===== config.mk =====
export PLATFORM = sky130hd
export DESIGN_NAME = hazard_ctrl_flat
export DESIGN_NICKNAME = d
export VERILOG_FILES = /design/src/rtl/hazard_ctrl_if.sv /design/src/rtl/hazard_ctrl.sv /design/src/flat_wrapper.sv
export SDC_FILE = /design/constraint.sdc
export NUM_CORES = 1
export LEC_CHECK = 0
export ABC_CLOCK_PERIOD_IN_PS = 5700
export BUFFER_PORTS_ARGS = -buffer_cell sky130_fd_sc_hd__buf_2
export CORE_AREA = 2 2 75 77
export DETAILED_ROUTE_END_ITERATION = 16
export DIE_AREA = 0 0 77 79
export SLEW_MARGIN = 0
export SYNTH_ARGS = -nofsm -noshare
export SYNTH_HDL_FRONTEND = slang
export SYNTH_SLANG_ARGS = --single-unit

===== constraint.sdc =====
create_clock -name clk_i -period 5.7 [get_ports clk_i]
set_clock_uncertainty 0.1 [all_clocks]
set_input_delay 0.57 -clock clk_i [delete_from_list [all_inputs] [get_ports clk_i]]
set_output_delay 0.57 -clock clk_i [all_outputs]
set_load 0.03 [all_outputs]

===== src/rtl/hazard_ctrl_if.sv =====
// Signal bundle between the pipeline datapath (master) and the hazard controller (slave).
// CNT_W must match the CNT_W of the attached hazard_ctrl instance.
interface hazard_ctrl_if #(
    parameter int CNT_W = 16
);
    logic [4:0]       rs1D;
    logic [4:0]       rs2D;
    logic [4:0]       rs1E;
    logic [4:0]       rs2E;
    logic [4:0]       rdE;
    logic [4:0]       rdM;
    logic [4:0]       rdW;
    logic             regwriteE;
    logic             regwriteM;
    logic             regwriteW;
    logic             loadE;
    logic             pcSrcE;
    logic             memReqM;
    logic             memReadyM;
    logic [1:0]       forwardAE;
    logic [1:0]       forwardBE;
    logic             stallF;
    logic             stallD;
    logic             stallE;
    logic             stallM;
    logic             flushD;
    logic             flushE;
    logic             flushW;
    logic             mem_err_o;
    logic [CNT_W-1:0] stall_cnt_o;

    modport master (
        output rs1D, rs2D, rs1E, rs2E, rdE, rdM, rdW,
        output regwriteE, regwriteM, regwriteW, loadE, pcSrcE, memReqM, memReadyM,
        input  forwardAE, forwardBE, stallF, stallD, stallE, stallM,
        input  flushD, flushE, flushW, mem_err_o, stall_cnt_o
    );

    modport slave (
        input  rs1D, rs2D, rs1E, rs2E, rdE, rdM, rdW,
        input  regwriteE, regwriteM, regwriteW, loadE, pcSrcE, memReqM, memReadyM,
        output forwardAE, forwardBE, stallF, stallD, stallE, stallM,
        output flushD, flushE, flushW, mem_err_o, stall_cnt_o
    );
endinterface


===== src/rtl/hazard_ctrl.sv =====
// Pipeline hazard controller: forwarding, load-use/RAW stalls, branch flushes and data-memory wait/timeout.
// Optional macro HAZARD_FWD_EN enables E-stage forwarding; without it RAW hazards are resolved by stalling.
module hazard_ctrl #(
    parameter int MEM_TIMEOUT = 255,
    parameter int CNT_W       = 16
) (
    input  logic          clk_i,
    input  logic          reset_ni,
    hazard_ctrl_if.slave  hz
);
    localparam int                WAIT_W    = $clog2(MEM_TIMEOUT + 1);
    localparam logic [WAIT_W-1:0] TIMEOUT_C = WAIT_W'(MEM_TIMEOUT);

    typedef enum logic [1:0] {
        ST_RUN     = 2'b00,
        ST_MEMWAIT = 2'b01,
        ST_ERR     = 2'b10
    } state_e;

    state_e             state_r;
    state_e             state_nxt_s;
    logic [WAIT_W-1:0]  wait_cnt_r;
    logic [WAIT_W-1:0]  wait_nxt_s;
    logic [CNT_W-1:0]   stall_cnt_r;
    logic               mem_err_r;

    logic               mem_stall_s;
    logic               hazard_s;
    logic [1:0]         fwd_a_s;
    logic [1:0]         fwd_b_s;
    logic               stall_f_s;
    logic               stall_d_s;
    logic               stall_e_s;
    logic               stall_m_s;
    logic               flush_d_s;
    logic               flush_e_s;
    logic               flush_w_s;

    assign mem_stall_s = hz.memReqM & ~hz.memReadyM;

`ifdef HAZARD_FWD_EN
    // M-stage result wins over W because it is the younger write to the same register.
    function automatic logic [1:0] fwd_sel(
        input logic [4:0] rs,
        input logic       rw_m,
        input logic [4:0] rd_m,
        input logic       rw_w,
        input logic [4:0] rd_w
    );
        if (rw_m && (rd_m != 5'd0) && (rd_m == rs)) begin
            return 2'b10;
        end else if (rw_w && (rd_w != 5'd0) && (rd_w == rs)) begin
            return 2'b01;
        end else begin
            return 2'b00;
        end
    endfunction

    assign hazard_s = hz.loadE && (hz.rdE != 5'd0) &&
                      ((hz.rdE == hz.rs1D) || (hz.rdE == hz.rs2D));
`else
    function automatic logic raw_hit(
        input logic [4:0] rs,
        input logic       rw,
        input logic [4:0] rd
    );
        return (rs != 5'd0) && rw && (rd == rs);
    endfunction

    assign hazard_s = raw_hit(hz.rs1D, hz.regwriteE, hz.rdE) ||
                      raw_hit(hz.rs2D, hz.regwriteE, hz.rdE) ||
                      raw_hit(hz.rs1D, hz.regwriteM, hz.rdM) ||
                      raw_hit(hz.rs2D, hz.regwriteM, hz.rdM);

    logic unused_s;
    assign unused_s = ^{hz.rs1E, hz.rs2E, hz.rdW, hz.regwriteW, hz.loadE};
`endif

    // Memory wait state machine: next state and wait counter.
    always_comb begin
        state_nxt_s = state_r;
        wait_nxt_s  = wait_cnt_r;
        case (state_r)
            ST_RUN: begin
                wait_nxt_s = {WAIT_W{1'b0}};
                if (mem_stall_s) begin
                    state_nxt_s = ST_MEMWAIT;
                end else begin
                    state_nxt_s = ST_RUN;
                end
            end
            ST_MEMWAIT: begin
                if (hz.memReadyM) begin
                    state_nxt_s = ST_RUN;
                    wait_nxt_s  = {WAIT_W{1'b0}};
                end else if (wait_cnt_r >= TIMEOUT_C) begin
                    state_nxt_s = ST_ERR;
                end else begin
                    wait_nxt_s = wait_cnt_r + WAIT_W'(1);
                end
            end
            ST_ERR: begin
                state_nxt_s = ST_ERR;
            end
            default: begin
                state_nxt_s = ST_RUN;
                wait_nxt_s  = {WAIT_W{1'b0}};
            end
        endcase
    end

    // Stall/flush priority: ERR, memory stall, taken branch, data hazard; all forced low in reset.
    always_comb begin
        stall_f_s = 1'b0;
        stall_d_s = 1'b0;
        stall_e_s = 1'b0;
        stall_m_s = 1'b0;
        flush_d_s = 1'b0;
        flush_e_s = 1'b0;
        flush_w_s = 1'b0;
`ifdef HAZARD_FWD_EN
        fwd_a_s = fwd_sel(hz.rs1E, hz.regwriteM, hz.rdM, hz.regwriteW, hz.rdW);
        fwd_b_s = fwd_sel(hz.rs2E, hz.regwriteM, hz.rdM, hz.regwriteW, hz.rdW);
`else
        fwd_a_s = 2'b00;
        fwd_b_s = 2'b00;
`endif
        if (!reset_ni) begin
            fwd_a_s = 2'b00;
            fwd_b_s = 2'b00;
        end else if ((state_r == ST_ERR) || mem_stall_s) begin
            stall_f_s = 1'b1;
            stall_d_s = 1'b1;
            stall_e_s = 1'b1;
            stall_m_s = 1'b1;
            flush_w_s = 1'b1;
        end else if (hz.pcSrcE) begin
            flush_d_s = 1'b1;
            flush_e_s = 1'b1;
        end else if (hazard_s) begin
            stall_f_s = 1'b1;
            stall_d_s = 1'b1;
            flush_e_s = 1'b1;
        end else begin
            stall_f_s = 1'b0;
        end
    end

    // State, wait counter, saturating stall counter and sticky timeout flag.
    always_ff @(posedge clk_i or negedge reset_ni) begin
        if (!reset_ni) begin
            state_r     <= ST_RUN;
            wait_cnt_r  <= {WAIT_W{1'b0}};
            stall_cnt_r <= {CNT_W{1'b0}};
            mem_err_r   <= 1'b0;
        end else begin
            state_r    <= state_nxt_s;
            wait_cnt_r <= wait_nxt_s;
            mem_err_r  <= mem_err_r | (state_nxt_s == ST_ERR);
            if (stall_f_s && (stall_cnt_r != {CNT_W{1'b1}})) begin
                stall_cnt_r <= stall_cnt_r + {{(CNT_W-1){1'b0}}, 1'b1};
            end else begin
                stall_cnt_r <= stall_cnt_r;
            end
        end
    end

    assign hz.forwardAE   = fwd_a_s;
    assign hz.forwardBE   = fwd_b_s;
    assign hz.stallF      = stall_f_s;
    assign hz.stallD      = stall_d_s;
    assign hz.stallE      = stall_e_s;
    assign hz.stallM      = stall_m_s;
    assign hz.flushD      = flush_d_s;
    assign hz.flushE      = flush_e_s;
    assign hz.flushW      = flush_w_s;
    assign hz.mem_err_o   = mem_err_r;
    assign hz.stall_cnt_o = stall_cnt_r;
endmodule


===== src/flat_wrapper.sv =====
// flat-port wrapper written by rule: the top's interface ports become plain ports
module hazard_ctrl_flat 
#(
    parameter int MEM_TIMEOUT = 255,
    parameter int CNT_W       = 16
)
  (clk_i, reset_ni, hz_rs1D, hz_rs2D, hz_rs1E, hz_rs2E, hz_rdE, hz_rdM, hz_rdW, hz_regwriteE, hz_regwriteM, hz_regwriteW, hz_loadE, hz_pcSrcE, hz_memReqM, hz_memReadyM, hz_forwardAE, hz_forwardBE, hz_stallF, hz_stallD, hz_stallE, hz_stallM, hz_flushD, hz_flushE, hz_flushW, hz_mem_err_o, hz_stall_cnt_o);
  hazard_ctrl_if #(.CNT_W(CNT_W)) hz_i ();
  input  logic clk_i;
  input  logic reset_ni;
  input wire logic [$bits(hz_i.rs1D)-1:0] hz_rs1D;
  input wire logic [$bits(hz_i.rs2D)-1:0] hz_rs2D;
  input wire logic [$bits(hz_i.rs1E)-1:0] hz_rs1E;
  input wire logic [$bits(hz_i.rs2E)-1:0] hz_rs2E;
  input wire logic [$bits(hz_i.rdE)-1:0] hz_rdE;
  input wire logic [$bits(hz_i.rdM)-1:0] hz_rdM;
  input wire logic [$bits(hz_i.rdW)-1:0] hz_rdW;
  input wire logic [$bits(hz_i.regwriteE)-1:0] hz_regwriteE;
  input wire logic [$bits(hz_i.regwriteM)-1:0] hz_regwriteM;
  input wire logic [$bits(hz_i.regwriteW)-1:0] hz_regwriteW;
  input wire logic [$bits(hz_i.loadE)-1:0] hz_loadE;
  input wire logic [$bits(hz_i.pcSrcE)-1:0] hz_pcSrcE;
  input wire logic [$bits(hz_i.memReqM)-1:0] hz_memReqM;
  input wire logic [$bits(hz_i.memReadyM)-1:0] hz_memReadyM;
  output wire logic [$bits(hz_i.forwardAE)-1:0] hz_forwardAE;
  output wire logic [$bits(hz_i.forwardBE)-1:0] hz_forwardBE;
  output wire logic [$bits(hz_i.stallF)-1:0] hz_stallF;
  output wire logic [$bits(hz_i.stallD)-1:0] hz_stallD;
  output wire logic [$bits(hz_i.stallE)-1:0] hz_stallE;
  output wire logic [$bits(hz_i.stallM)-1:0] hz_stallM;
  output wire logic [$bits(hz_i.flushD)-1:0] hz_flushD;
  output wire logic [$bits(hz_i.flushE)-1:0] hz_flushE;
  output wire logic [$bits(hz_i.flushW)-1:0] hz_flushW;
  output wire logic [$bits(hz_i.mem_err_o)-1:0] hz_mem_err_o;
  output wire logic [$bits(hz_i.stall_cnt_o)-1:0] hz_stall_cnt_o;
  assign hz_i.rs1D = hz_rs1D;
  assign hz_i.rs2D = hz_rs2D;
  assign hz_i.rs1E = hz_rs1E;
  assign hz_i.rs2E = hz_rs2E;
  assign hz_i.rdE = hz_rdE;
  assign hz_i.rdM = hz_rdM;
  assign hz_i.rdW = hz_rdW;
  assign hz_i.regwriteE = hz_regwriteE;
  assign hz_i.regwriteM = hz_regwriteM;
  assign hz_i.regwriteW = hz_regwriteW;
  assign hz_i.loadE = hz_loadE;
  assign hz_i.pcSrcE = hz_pcSrcE;
  assign hz_i.memReqM = hz_memReqM;
  assign hz_i.memReadyM = hz_memReadyM;
  assign hz_forwardAE = hz_i.forwardAE;
  assign hz_forwardBE = hz_i.forwardBE;
  assign hz_stallF = hz_i.stallF;
  assign hz_stallD = hz_i.stallD;
  assign hz_stallE = hz_i.stallE;
  assign hz_stallM = hz_i.stallM;
  assign hz_flushD = hz_i.flushD;
  assign hz_flushE = hz_i.flushE;
  assign hz_flushW = hz_i.flushW;
  assign hz_mem_err_o = hz_i.mem_err_o;
  assign hz_stall_cnt_o = hz_i.stall_cnt_o;
  hazard_ctrl #(.MEM_TIMEOUT(MEM_TIMEOUT), .CNT_W(CNT_W)) u_core (.clk_i(clk_i), .reset_ni(reset_ni), .hz(hz_i));
endmodule

# After elaboration in Yosys (flattened, before gate mapping)
# Index checks and enable logic that the tools add are counted.
[totals]
regBits = 27
latch_bits = 0
word_cells = 56
ram_bits = 0
romBits = 0
n_memories = 0
output_inout_bits = 28
[op_classes]
mux = 19
magnitude_cmp = 1
n_div = 0
n_bitwise = 4
shift = 0
reduce_logical = 17
add_sub_neg = 2
multipliers = 0
eq_ne = 9
[op_table]
columns = ["operator", "count"]
rows = [
  ["5-bit == test", 4],
  ["16-bit by 1-bit adder with 16-bit output (second input constant)", 1],
  ["8-bit 2-to-1 mux", 2],
  ["16-bit inequality test (second input constant)", 1],
  ["8-bit case mux with 2 select lines", 1],
  ["1-bit 2-to-1 mux", 13],
  ["5-bit nonzero test", 2],
  ["1-bit logical AND", 9],
  ["8-bit by 1-bit adder with 8-bit output (second input constant)", 1],
  ["8-bit >= comparator (second input constant)", 1],
  ["2-bit case mux with 3 select lines", 1],
  ["2-bit == test (second input constant)", 2],
  ["1-bit logical OR", 4],
  ["2-bit 2-to-1 mux", 2],
  ["3-bit inequality test (second input constant)", 1],
  ["2-bit by 1-bit == test with 1-bit output (second input constant)", 1],
  ["2-bit logical NOT", 1],
  ["1-bit NOT", 2],
  ["2-bit AND reduction", 1],
  ["1-bit bitwise AND", 1],
  ["1-bit bitwise OR", 1],
]

# Depth between registers and ports, before layout
# Gate-level depths: netlist of the first run.
[depth]
ltp_word = 11
ltp_mapped = 8
depth_no_buf = 8

# Least setup slack after synthesis of the first run
# Ideal clock, no wire load.
[synth_path]
path_type = "input to output"
startpoint = "input port hz_memReadyM"
endpoint = "output port hz_stallF"
path_buffers = 2
stages = 6
slack_ns = 3.008
t_arrival_ns = 2.022
path_cell_list = "inv_1 a21oi_1 nor2b_1 o21bai_2 buf_2 buf_4"
[synth_between]
elab_chain_cells = 5
[synth_rtl]
columns = ["element", "line_no", "source"]
rows = [
  ["start: declaration", "flat_wrapper.sv:24", "input wire logic [$bits(hz_i.memReadyM)-1:0] hz_memReadyM;"],
  ["1-bit NOT", "hazard_ctrl.sv:39", "assign mem_stall_s = hz.memReqM & ~hz.memReadyM;"],
  ["1-bit bitwise AND", "hazard_ctrl.sv:39", ""],
  ["1-bit logical OR", "hazard_ctrl.sv:131", "end else if ((state_r == ST_ERR) || mem_stall_s) begin"],
  ["1-bit 2-to-1 mux (2 in a row)", "n/a", ""],
  ["end: declaration", "flat_wrapper.sv:27", "output wire logic [$bits(hz_i.stallF)-1:0] hz_stallF;"],
]
# No other way between the ends.

# Worst setup path after layout of the first run
[layout_path]
startpoint = "input port hz_rs1D[4]"
endpoint = "output port hz_stallF"
[layout_between]
elab_chain_cells = 10
word_cells_on_any_way = 14
cone_classes = "2 x eq/ne; 4 x mux; 8 x reduce/logical"
[layout_rtl]
columns = ["element", "line_no", "source"]
rows = [
  ["start: declaration", "flat_wrapper.sv:11", "input wire logic [$bits(hz_i.rs1D)-1:0] hz_rs1D;"],
  ["5-bit nonzero test", "hazard_ctrl.sv:67", "return (rs != 5'd0) && rw && (rd == rs);"],
  ["1-bit logical AND (2 in a row)", "hazard_ctrl.sv:67", ""],
  ["1-bit logical OR", "hazard_ctrl.sv:70", "assign hazard_s = raw_hit(hz.rs1D, hz.regwriteE, hz.rdE) ||"],
  ["1-bit logical OR (*)", "hazard_ctrl.sv:71", "raw_hit(hz.rs2D, hz.regwriteE, hz.rdE) ||"],
  ["1-bit logical OR (*)", "hazard_ctrl.sv:72", "raw_hit(hz.rs1D, hz.regwriteM, hz.rdM) ||"],
  ["1-bit 2-to-1 mux (*)", "hazard_ctrl.sv:140", "end else if (hazard_s) begin"],
  ["1-bit 2-to-1 mux (*)", "hazard_ctrl.sv:137", "end else if (hz.pcSrcE) begin"],
  ["1-bit 2-to-1 mux (*)", "hazard_ctrl.sv:131", ""],
  ["1-bit 2-to-1 mux (*)", "hazard_ctrl.sv:128", "if (!reset_ni) begin"],
]
# Mark *: on every way between the ends. The rest lies on a longest branch, timed or not.

==> metrics list, run 1 <==
- Outcome: completed
* Max Cap Violations: 0
- Cell Rows: 27
* Number of enable flip-flop cells after synthesis: 0
- The largest total area in the synthesized netlist belongs to sky130_fd_sc_hd__dfrtp_1.
- For this run, design rule violations remaining after detail routing come to 0.
* Clock edge transition at the registers on the reported setup and hold paths: 0.10 ns
- The mapped netlist covers 0.00168 mm^2.
* Maximum level of the CTS H-tree: 1
- Derived from the worst setup path, the maximum achievable clock frequency is 356 MHz.
- Number of routed nets with antenna violations: 0
- Detailed routing inserted a total of 1354 vias.
* Mean instance size in the synthesized netlist: 9.51 um^2
* Post-CTS Hold Fix Bufs: 0
- Max VDD drop: 0.347 mV
* Core Region: 0.00534 mm^2
- CTS placed an instance of sky130_fd_sc_hd__clkbuf_8 at the clock tree root.
* Setup crit end kind: primary output
- Number of buffers created by CTS: 3
- Via-per-instance ratio: 4.57
* Finish-stage setup viols: 0
- Data arrives at the worst endpoint at 2.14 ns.
* Worst-Margin Slew: 0.625 ns
- Class of the most critical setup path: input port to primary output
* Top_reg_cell synth: sky130_fd_sc_hd__dfrtp_1
* Setup_tns: 0 ns
- Warning count from the yosys run: 0
- The finished layout holds 296 standard cells, fillers aside.
- Nature of the critical path startpoint: input port
- Largest net degree at the start of global routing: 31
- Setup repair after global routing left no endpoint under its margin.
- Classification of the worst-slack hold path: input port to asynchronous set/reset pin
- Number of antenna violations at the first check in global routing: 0
- The die covers 0.00608 mm^2.
* Cells resized by post-CTS repair: 0
- Fraction of the core area covered by cells at the end of the flow: 0.376
* Leakage power of the design: 0.894 nW
* Clock sinks: 27
- The later pin in the worst-skew pair is clocked with a latency of 0.27 ns.
* WL/cell: 11.8 um
- Most common cell after layout, fill and taps aside: sky130_fd_sc_hd__buf_2
* Share of post-route cells with drive strength above 1: 0.286
- Relative max-transition margin: 0.583
- Post-route design area: 0.00201 mm^2
- STA puts the critical path data required time at 5.03 ns.
* Maximum clock insertion buffer count: 2
- Of all nets on the critical path, the largest fanout is 16.
* Share of the cycle needed by the critical path after routing: 0.493
- Buffers placed on the I/O ports in this run total 50.
* Number of DRC violations after detailed-routing iteration 0: 29
- Pwr dens: 255 mW/mm^2
- Last weighted congestion value of the routability-driven placer: 0.749
- Post-synthesis register bit count: 27
- Synthesis handed over a netlist of 177 instances.
* Die Ht: 79 um
* Cell types with the largest area share after synthesis: sky130_fd_sc_hd__dfrtp_1 (40%), sky130_fd_sc_hd__xnor2_1 (15%), sky130_fd_sc_hd__xor2_1 (4.2%)
- Share of synthesized flip-flops with an asynchronous set or reset: 1.00
- The final max-slew violation count is 0.
- CTS tree: built
- Commonest cells after routing, fill and taps aside: sky130_fd_sc_hd__buf_2 (50), sky130_fd_sc_hd__xnor2_1 (29), sky130_fd_sc_hd__dfrtp_1 (27), sky130_fd_sc_hd__nand2_1 (18), sky130_fd_sc_hd__nor2_1 (15)
* Total iterations of the first detailed-routing run: 4
* Number of global-route vias before repair: 1422
* Placed Instances: 292
- The area growth from synthesis to layout is 19.3%.
* HPWL after detailed placement: 2760 um
* Initial cell density of the core: 0.315
- Total track usage: 0.122
- Fraction of post-synthesis cell area in the top cell type by area: 0.401
- Die Span X: 77 um
- Internal reg-to-reg setup slack: 3.50 ns
- I/O pin count: 72
* Area post-placement: 0.00196 mm^2
- After synthesis, the netlist uses 41 different library cells.
- The clock period could shrink to 2.81 ns.
* Post-CTS Repair Setup Buffers: 0
- First-pass GRT wire length: 6090 um
* Leftover overflow at the end of global routing: 0
- 0 antenna diodes ended up in the layout.
- The hold violation total from the final report was 0.
- Sequential area share after synthesis: 0.401
* Number of nets in the layout: 271
* Sum of routed wire length over all layers: 3480 um
flip-flops by register name, summed over array words and instances, names as in the netlist:
signal                 flops
u_core.hz.mem_err_o        1
u_core.hz.stall_cnt_o     16
u_core.state_r             2
u_core.wait_cnt_r          8
power by group:
part / switching, W / internal [W] / leakage [nW]
Combinational: 0.000103 / 0.0000604 / 0.515
Clock: 0.0000591 / 0.0000489 / 0.0255
Sequential: 0.0000271 / 0.000213 / 0.353
Total: 0.000189 / 0.000323 / 0.894
cells by family (layout without fill, tap and decap cells):
logic type                 after synthesis  in the layout  share of synthesized area
adders and majority gates                2              2                     0.0149
xor gates and xnor gates                37             37                      0.193
and+or+nand+nor                         72             72                      0.238
muxes                                    2              2                     0.0149
buffers and inverters                   16             60                     0.0565
AOI/OAI and AO/OA                       20             20                     0.0796
other                                    1              4                    0.00223
DFF                                     27             27                      0.401
final timing paths:
path                                     start                        end  depth (start not counted)
max                                 hz_rs1D[4]                  hz_stallF                          7
min                                   reset_ni  u_core.hz.stall_cnt_o[14]                          1
max reg2reg                  u_core.state_r[0]   u_core.hz.stall_cnt_o[1]                          6
min reg2reg                u_core.hz.mem_err_o        u_core.hz.mem_err_o                          1
max in group asynchronous             reset_ni          u_core.state_r[1]                          1
min in group clk_i         u_core.hz.mem_err_o        u_core.hz.mem_err_o                          1
area by class of cell:
cell class	instances	area (um^2)
well taps	72	90.1
clock buffers	3	41.3
repair buffers	50	250
multi-input cells	137	923
clock inverters	1	5.00
flip-flops and latches	27	676
fillers	570	3330
inverters	6	22.5
synth_stat cells, types with 2 or more instances:
library cell and n:
sky130_fd_sc_hd__nor3_1 3, sky130_fd_sc_hd__ha_1 2, sky130_fd_sc_hd__buf_4 7, sky130_fd_sc_hd__nand4_1 9, sky130_fd_sc_hd__o22ai_1 2, sky130_fd_sc_hd__nand2_1 18, sky130_fd_sc_hd__a2bb2oi_1 2, sky130_fd_sc_hd__and3_4 2
sky130_fd_sc_hd__o21ai_0 2, sky130_fd_sc_hd__nand2b_1 3, sky130_fd_sc_hd__a21oi_1 8, sky130_fd_sc_hd__dfrtp_1 27, sky130_fd_sc_hd__nor2b_1 2, sky130_fd_sc_hd__xor2_1 8, sky130_fd_sc_hd__inv_1 6, sky130_fd_sc_hd__nor3b_1 3
sky130_fd_sc_hd__nand3_1 6, sky130_fd_sc_hd__xnor2_1 29, sky130_fd_sc_hd__nand3b_1 2, sky130_fd_sc_hd__nor2_1 15
per-layer routing:
layer	global-route usage	vias up	share of wire	routed length, um
li1	-	686	-	-
met1	0.159	622	0.48	1670
met2	0.205	42	0.43	1510
met3	0.0239	4	0.070	244
met4	0.0429	0	0.015	51
met5	0	-	0	0
worst max-delay path, stage by stage:
cell and delay (ns):
sky130_fd_sc_hd__buf_2 0.13, sky130_fd_sc_hd__xnor2_1 0.16, sky130_fd_sc_hd__nand4_1 0.12, sky130_fd_sc_hd__o22ai_1 0.17, sky130_fd_sc_hd__a22oi_1 0.14, sky130_fd_sc_hd__o21bai_2 0.53
sky130_fd_sc_hd__buf_2 0.31
through the flow:
step                worst slack [ns]  hold slack (ns)  total power [W]
detailed placement              2.83            0.351         0.000408
floorplan                       3.01            0.174         0.000356
global route                    2.70            0.252         0.000542
finish                          2.89            0.203         0.000512
global placement                2.88            0.352         0.000407
CTS                             2.84            0.227         0.000517
Power figures use the tool's default switching activity.
==> run 2, diff against run 1 <==
--- a/config.mk
+++ b/config.mk
@@ -5,7 +5,7 @@
 export SDC_FILE = /design/constraint.sdc
 export NUM_CORES = 1
 export LEC_CHECK = 0
-export ABC_CLOCK_PERIOD_IN_PS = 5700
+export ABC_CLOCK_PERIOD_IN_PS = 2800
 export BUFFER_PORTS_ARGS = -buffer_cell sky130_fd_sc_hd__buf_2
 export CORE_AREA = 2 2 75 77
 export DETAILED_ROUTE_END_ITERATION = 16
==> constraint.sdc (replaced) <==
create_clock -name clk_i -period 2.8 [get_ports clk_i]
set_clock_uncertainty 0.1 [all_clocks]
set_input_delay 0.28 -clock clk_i [delete_from_list [all_inputs] [get_ports clk_i]]
set_output_delay 0.28 -clock clk_i [all_outputs]
set_load 0.03 [all_outputs]
==> run 2 against run 1 <==
  * Cell count up 0.68%
  * Clock-buffer cell count up 1
  * Cell area grew 0.81%
  * Core utilization is 0.30 points higher
  * Register-to-register slack worse by 2.9 ns
==> metrics list, run 2 (synthesized netlist as in run 1, its figures left out) <==
- Via-per-instance ratio: 4.61
- Data arrives at the worst endpoint at 2.11 ns.
- Setup repair after global routing missed its margin: false
- Remaining design rule violation count: 0
- At the placement stage, the worst setup path has a slack of 0.403 ns.
* Number of routed nets with antenna violations: 0
- CTS tree: built
* Setup crit end kind: primary output
- Finish-stage setup viols: 0
- Number of DRC violations after detailed-routing iteration 0: 20
* Number of buffers created by CTS: 3
* Internal reg-to-reg setup slack: 0.58 ns
- Critical R2R Launch: u_core.state_r[0]
- Commonest cells after routing, fill and taps aside: sky130_fd_sc_hd__buf_2 (50), sky130_fd_sc_hd__xnor2_1 (29), sky130_fd_sc_hd__dfrtp_1 (27), sky130_fd_sc_hd__nand2_1 (18), sky130_fd_sc_hd__nor2_1 (15)
- Input/output buffers: 50
- In this run the worst setup path begins at reset_ni.
* Pwr dens: 517 mW/mm^2
- The routed design could run at a clock period as short as 2.49 ns.
- Outcome: completed
- Sum of routed wire length over all layers: 3510 um
* Classification of the worst-slack hold path: input port to flip-flop
- Across the run, the number of max-cap violations was 0.
- Entering global routing, the biggest net connects 19 pins.
- Post-route worst setup slack: 0.308 ns
- Class of the most critical setup path: input port to primary output
- Max Freq: 401 MHz
* Largest register FFs: 16
- In the finished design, the share of the clock period the worst path needs comes to 0.890.
- Leaving out fill and tap cells, the most frequent cell in the layout is sky130_fd_sc_hd__buf_2.
- Relative to the synthesized area, the layout overhead comes to 20.3%.
- Nature of the critical path startpoint: input port
- The floorplan step defined a core boundary enclosing 0.00534 mm^2.
* Number of pins exceeding their max-slew limit in the final report: 0
- Max VDD drop: 0.561 mV
- For the pin with the worst max-slew slack, the measured transition is 0.592 ns.
- Number of global-route vias before repair: 1334
* Die Ht: 79 um
- Relative max-transition margin: 0.605
- After clock tree synthesis, the flow added hold-fix buffers numbering 1.
- Clock sinks: 27
* Clk Latency, worst-skew pair: 0.27 ns
- Counting along the longest clock path gives a buffer depth of 2.
* Cells resized by post-CTS repair: 0
- Leakage power of the design: 0.900 nW
- Clock edge transition at the registers on the reported setup and hold paths: 0.09 ns
- Before antenna repair, the detailed router went through 4 iterations.
- In this run the number of H-tree levels came out at 1.
- Cell Rows: 27
- For this configuration, the core starts out at a cell density of 0.315.
- Clk root buf: sky130_fd_sc_hd__clkbuf_8
* First-pass GRT wire length: 6130 um
- WL/cell: 11.8 um
- Along the worst path, the maximum fanout reaches 16.
* Number of nets in the layout: 273
- Setup_tns: 0 ns
* Number of antenna violations at the first check in global routing: 0
- After clock tree synthesis, the setup repair step added 0 buffers.
* Depth of the worst register-to-register path: 6
- The floorplan step set the die width to 77 um.
- In this run the count of I/O pins placed on the die edge is 72.
* Total track usage: 0.122
* Endpoints failing hold: 0
- Critical path destination: hz_stallF
- HPWL after detailed placement: 2760 um
- WP data required: 2.42 ns
* Share of post-route cells with drive strength above 1: 0.283
- In this run the critical register-to-register path is captured at u_core.hz.stall_cnt_o[1].
- Across all layers, the routed design uses 1373 vias.
* Filler-free cell count of the finished design: 298
- Total inserted antenna cells: 0
* Last weighted congestion value of the routability-driven placer: 0.762
- After detailed placement, the design holds a cell count of 293.
* Die area: 0.00608 mm^2
- Summed over all layers, the global routing overflow is 0.
run 2: cell type report:
cell class              instances  area, um^2
flip-flops and latches         27         676
inverters                       6        22.5
fillers                       571        3310
clock buffers                   4        45.0
multi-input cells             137         923
well taps                      72        90.1
repair buffers                 52         268
run 2: worst min-delay path by stage:
stage | slack [ns] | from | end | cells after the start
final | 0.09 | hz_memReadyM | u_core.state_r[0] | 2
after floorplan | -0.12 | reset_ni | u_core.hz.mem_err_o | 0
after global routing | 0.10 | hz_memReadyM | u_core.state_r[0] | 2
after CTS | 0.09 | hz_memReadyM | u_core.state_r[0] | 2
after global placement | 0.07 | reset_ni | u_core.hz.stall_cnt_o[15] | 1
after detailed placement | 0.07 | reset_ni | u_core.hz.stall_cnt_o[13] | 1
run 2: metal layers:
layer | part of all wire | wire length [um] | global-route usage | vias to the layer above
li1 | - | - | - | 690
met1 | 0.50 | 1760 | 0.174 | 635
met2 | 0.43 | 1500 | 0.196 | 46
met3 | 0.061 | 215 | 0.0205 | 2
met4 | 0.0071 | 25 | 0.0268 | 0
met5 | 0 | 0 | 0 | -
run 2: metrics by stage:
step / area (um^2) / utilization / hold slack [ns] / total power, W
finish: 2020 / 0.379 / 0.0917 / 0.00105
detailed placement: 1970 / 0.369 / 0.0698 / 0.000836
global placement: 1970 / 0.369 / 0.0660 / 0.000829
CTS: 2020 / 0.379 / 0.0930 / 0.00106
floorplan: 1690 / - / -0.116 / 0.000724
global route: 2020 / 0.379 / 0.101 / 0.00111
run 2: critical path: stages:
cell and delay [ns]:
sky130_fd_sc_hd__dlygate4sd3_1 0.53, sky130_fd_sc_hd__buf_2 0.27, sky130_fd_sc_hd__nor2b_1 0.36, sky130_fd_sc_hd__o21bai_2 0.35, sky130_fd_sc_hd__buf_2 0.31
run 2: power by group:
group          switching, W  leakage [nW]  internal, W
Clock              0.000118        0.0228     0.000102
Sequential        0.0000539         0.353     0.000434
Combinational      0.000213         0.524     0.000125
==> run 3, diff against run 2 <==
--- a/config.mk
+++ b/config.mk
@@ -5,7 +5,7 @@
 export SDC_FILE = /design/constraint.sdc
 export NUM_CORES = 1
 export LEC_CHECK = 0
-export ABC_CLOCK_PERIOD_IN_PS = 2800
+export ABC_CLOCK_PERIOD_IN_PS = 2600
 export BUFFER_PORTS_ARGS = -buffer_cell sky130_fd_sc_hd__buf_2
 export CORE_AREA = 2 2 75 77
 export DETAILED_ROUTE_END_ITERATION = 16
==> constraint.sdc (replaced) <==
create_clock -name clk_i -period 2.6 [get_ports clk_i]
set_clock_uncertainty 0.1 [all_clocks]
set_input_delay 0.26 -clock clk_i [delete_from_list [all_inputs] [get_ports clk_i]]
set_output_delay 0.26 -clock clk_i [all_outputs]
set_load 0.03 [all_outputs]
==> run 3 against run 2 <==
  * Sequential power is 7.8% higher
  * Core utilization rose by 0.14 points
  * Die area stayed put
  * Critical path depth rose by 1
  * Setup slack got worse by 0.094 ns
  * Sequential cell count unchanged
  * Combinational power up 7.4%
  * Cell area rose by 0.37%
  * Total power rose by 7.7%
  * Via count is 0.87% lower
  * Largest power group unchanged
==> metrics list, run 3 (synthesized netlist as in run 1, its figures left out) <==
- Setup violations remaining at the end of the flow were counted as 0.
* Share of post-route cells with drive strength above 1: 0.286
* Maximum level of the CTS H-tree: 1
* Cells resized by post-CTS repair: 0
- Maximum fanout count along the critical path: 9
- Number of routed nets with antenna violations: 0
* WP data required: 2.24 ns
- Pin placement for this block handled 72 I/O pins.
* Clk Latency, worst-skew pair: 0.27 ns
- The floorplan has 27 rows.
* Vias post-DR: 1361
- Classification of the worst-slack hold path: input port to flip-flop
* Startpoint of the worst hold path: hz_memReadyM
- Remaining design rule violation count: 0
* Maximum clock insertion buffer count: 2
- OpenSTA, run right after detailed placement, puts the worst setup slack at 0.407 ns.
- From bottom edge to top edge, the die measures 79 um.
- Post-CTS Repair Setup Buffers: 0
- WL/cell: 11.7 um
- Setup slack closes at 0.214 ns.
- Most frequent CP cell: sky130_fd_sc_hd__buf_2
- After the first detailed-routing iteration, the DRC count stood at 41.
- Across all register-to-register paths, the minimum setup slack is 0.53 ns.
- The core region is 0.00534 mm^2.
- TritonCTS built the clock tree.
- Via-per-instance ratio: 4.55
* Clock sinks: 27
* Number of pins exceeding their max-slew limit in the final report: 0
* Die Span X: 77 um
* Sum of routed wire length over all layers: 3500 um
- After global routing the overflow that remains totals 0.
* Number of buffers created by CTS: 3
* Endpoints failing hold: 0
- The floorplan step defined a die boundary enclosing 0.00608 mm^2.
- At the worst endpoint, the arrival time is 2.03 ns.
- Entering global routing, the biggest net connects 23 pins.
- The cell sitting at the root of the clock tree is a sky130_fd_sc_hd__clkbuf_8.
* Total track usage: 0.120
- Minimum clock period after layout: 2.39 ns
* Total inserted antenna cells: 0
* Clock edge transition at the registers on the reported setup and hold paths: 0.09 ns
- Cells traversed along the worst timing path: dlygate4sd3_1, buf_2, nor2b_1, o21bai_2, buf_4, buf_2
* Max stage delay on crit path: 0.54 ns
- Of the available clock period, the critical path in the final layout requires 0.918.
- Number of nets in the layout: 274
- Total iterations of the first detailed-routing run: 4
- HPWL after detailed placement: 2770 um
- Across the run, the number of max-cap violations was 0.
- From synthesis to final layout, the design area changed by 20.7%.
* Setup repair after global routing missed its margin: false
* Most common cell after layout, fill and taps aside: sky130_fd_sc_hd__buf_2
- Last weighted congestion value of the routability-driven placer: 0.769
- Nature of the critical path startpoint: input port
* Pwr dens: 555 mW/mm^2
- Leakage power of the design: 0.905 nW
- In this run the critical register-to-register path is launched from u_core.hz.stall_cnt_o[0].
- After clock tree synthesis, the flow added hold-fix buffers numbering 1.
* Initial cell density of the core: 0.315
- The top cell types in the final layout, fill and taps aside, are sky130_fd_sc_hd__buf_2 (50), sky130_fd_sc_hd__xnor2_1 (29), sky130_fd_sc_hd__dfrtp_1 (27), sky130_fd_sc_hd__nand2_1 (18), sky130_fd_sc_hd__nor2_1 (15).
- On the critical path, the stage with the largest delay is an instance of sky130_fd_sc_hd__dlygate4sd3_1.
- Max VDD drop: 0.623 mV
- The register with the most flip-flops in the layout has 16 of them.
- The first global-routing pass estimated 6010 um of wire.
- In the final timing run, aggregate negative setup slack is 0 ns.
* Start point of the critical path: reset_ni
* Setup crit end kind: primary output
* Input/output buffers: 50
- The critical path is of the input port to primary output type.
- The via count of the first global-routing pass came to 1330.
- The run finished with clean final reports.
* Number of antenna violations at the first check in global routing: 0
* Max Freq: 419 MHz
[run 3: changes by cell type in the layout (fill, tap and decap cells not counted)]
cell / before / now
sky130_fd_sc_hd__buf_4: 1 / 2
[run 3: layer usage]
layer	routed length, um	GRT usage	vias to the layer above
li1	-	-	689
met1	1690	0.167	622
met2	1530	0.191	45
met3	228	0.0227	5
met4	51	0.0375	0
met5	0	0	-
[run 3: cell type report]
| type | instances | area (um^2) |
|---|---|---|
| clock buffer | 4 | 45.0 |
| fill | 553 | 3310 |
| inverter | 6 | 22.5 |
| multi-input combinational | 137 | 923 |
| sequential | 27 | 676 |
| tap | 72 | 90.1 |
| timing repair buffer | 53 | 275 |
[run 3: worst paths after layout]
| check | end | cells after the start |
|---|---|---|
| setup / recovery | hz_stallF | 6 |
| hold / removal | u_core.state_r[0] | 2 |
| setup reg to reg | u_core.hz.stall_cnt_o[1] | 7 |
| hold reg to reg | u_core.hz.mem_err_o | 1 |
| max in group asynchronous | u_core.wait_cnt_r[5] | 3 |
| min in group asynchronous | u_core.hz.stall_cnt_o[15] | 2 |
[run 3: power breakdown]
group	internal (W)	total, W	switching [W]
registers	0.000468	0.000526	0.0000583
logic	0.000136	0.000363	0.000227
clock network	0.000110	0.000238	0.000129
[run 3: critical path: cells and delay by family]
family / cells / cell delay [ns]
AO/OA/AOI/OAI: 1 / 0.28
buffers and inverters: 4 / 1.18
AND/OR/NAND/NOR: 1 / 0.31
[run 3: per-stage QoR]
stage	area (um^2)	hold WS [ns]	instances	total power, W	util
2_1_floorplan	1690	-0.136	180	0.000780	-
3_3_place_gp	1980	0.0125	294	0.000895	0.370
3_5_place_dp	1980	0.0118	294	0.000898	0.370
4_1_cts	2030	0.0716	299	0.00114	0.381
5_1_grt	2030	0.0690	299	0.00119	0.381
6_report	2030	0.0713	299	0.00113	0.381
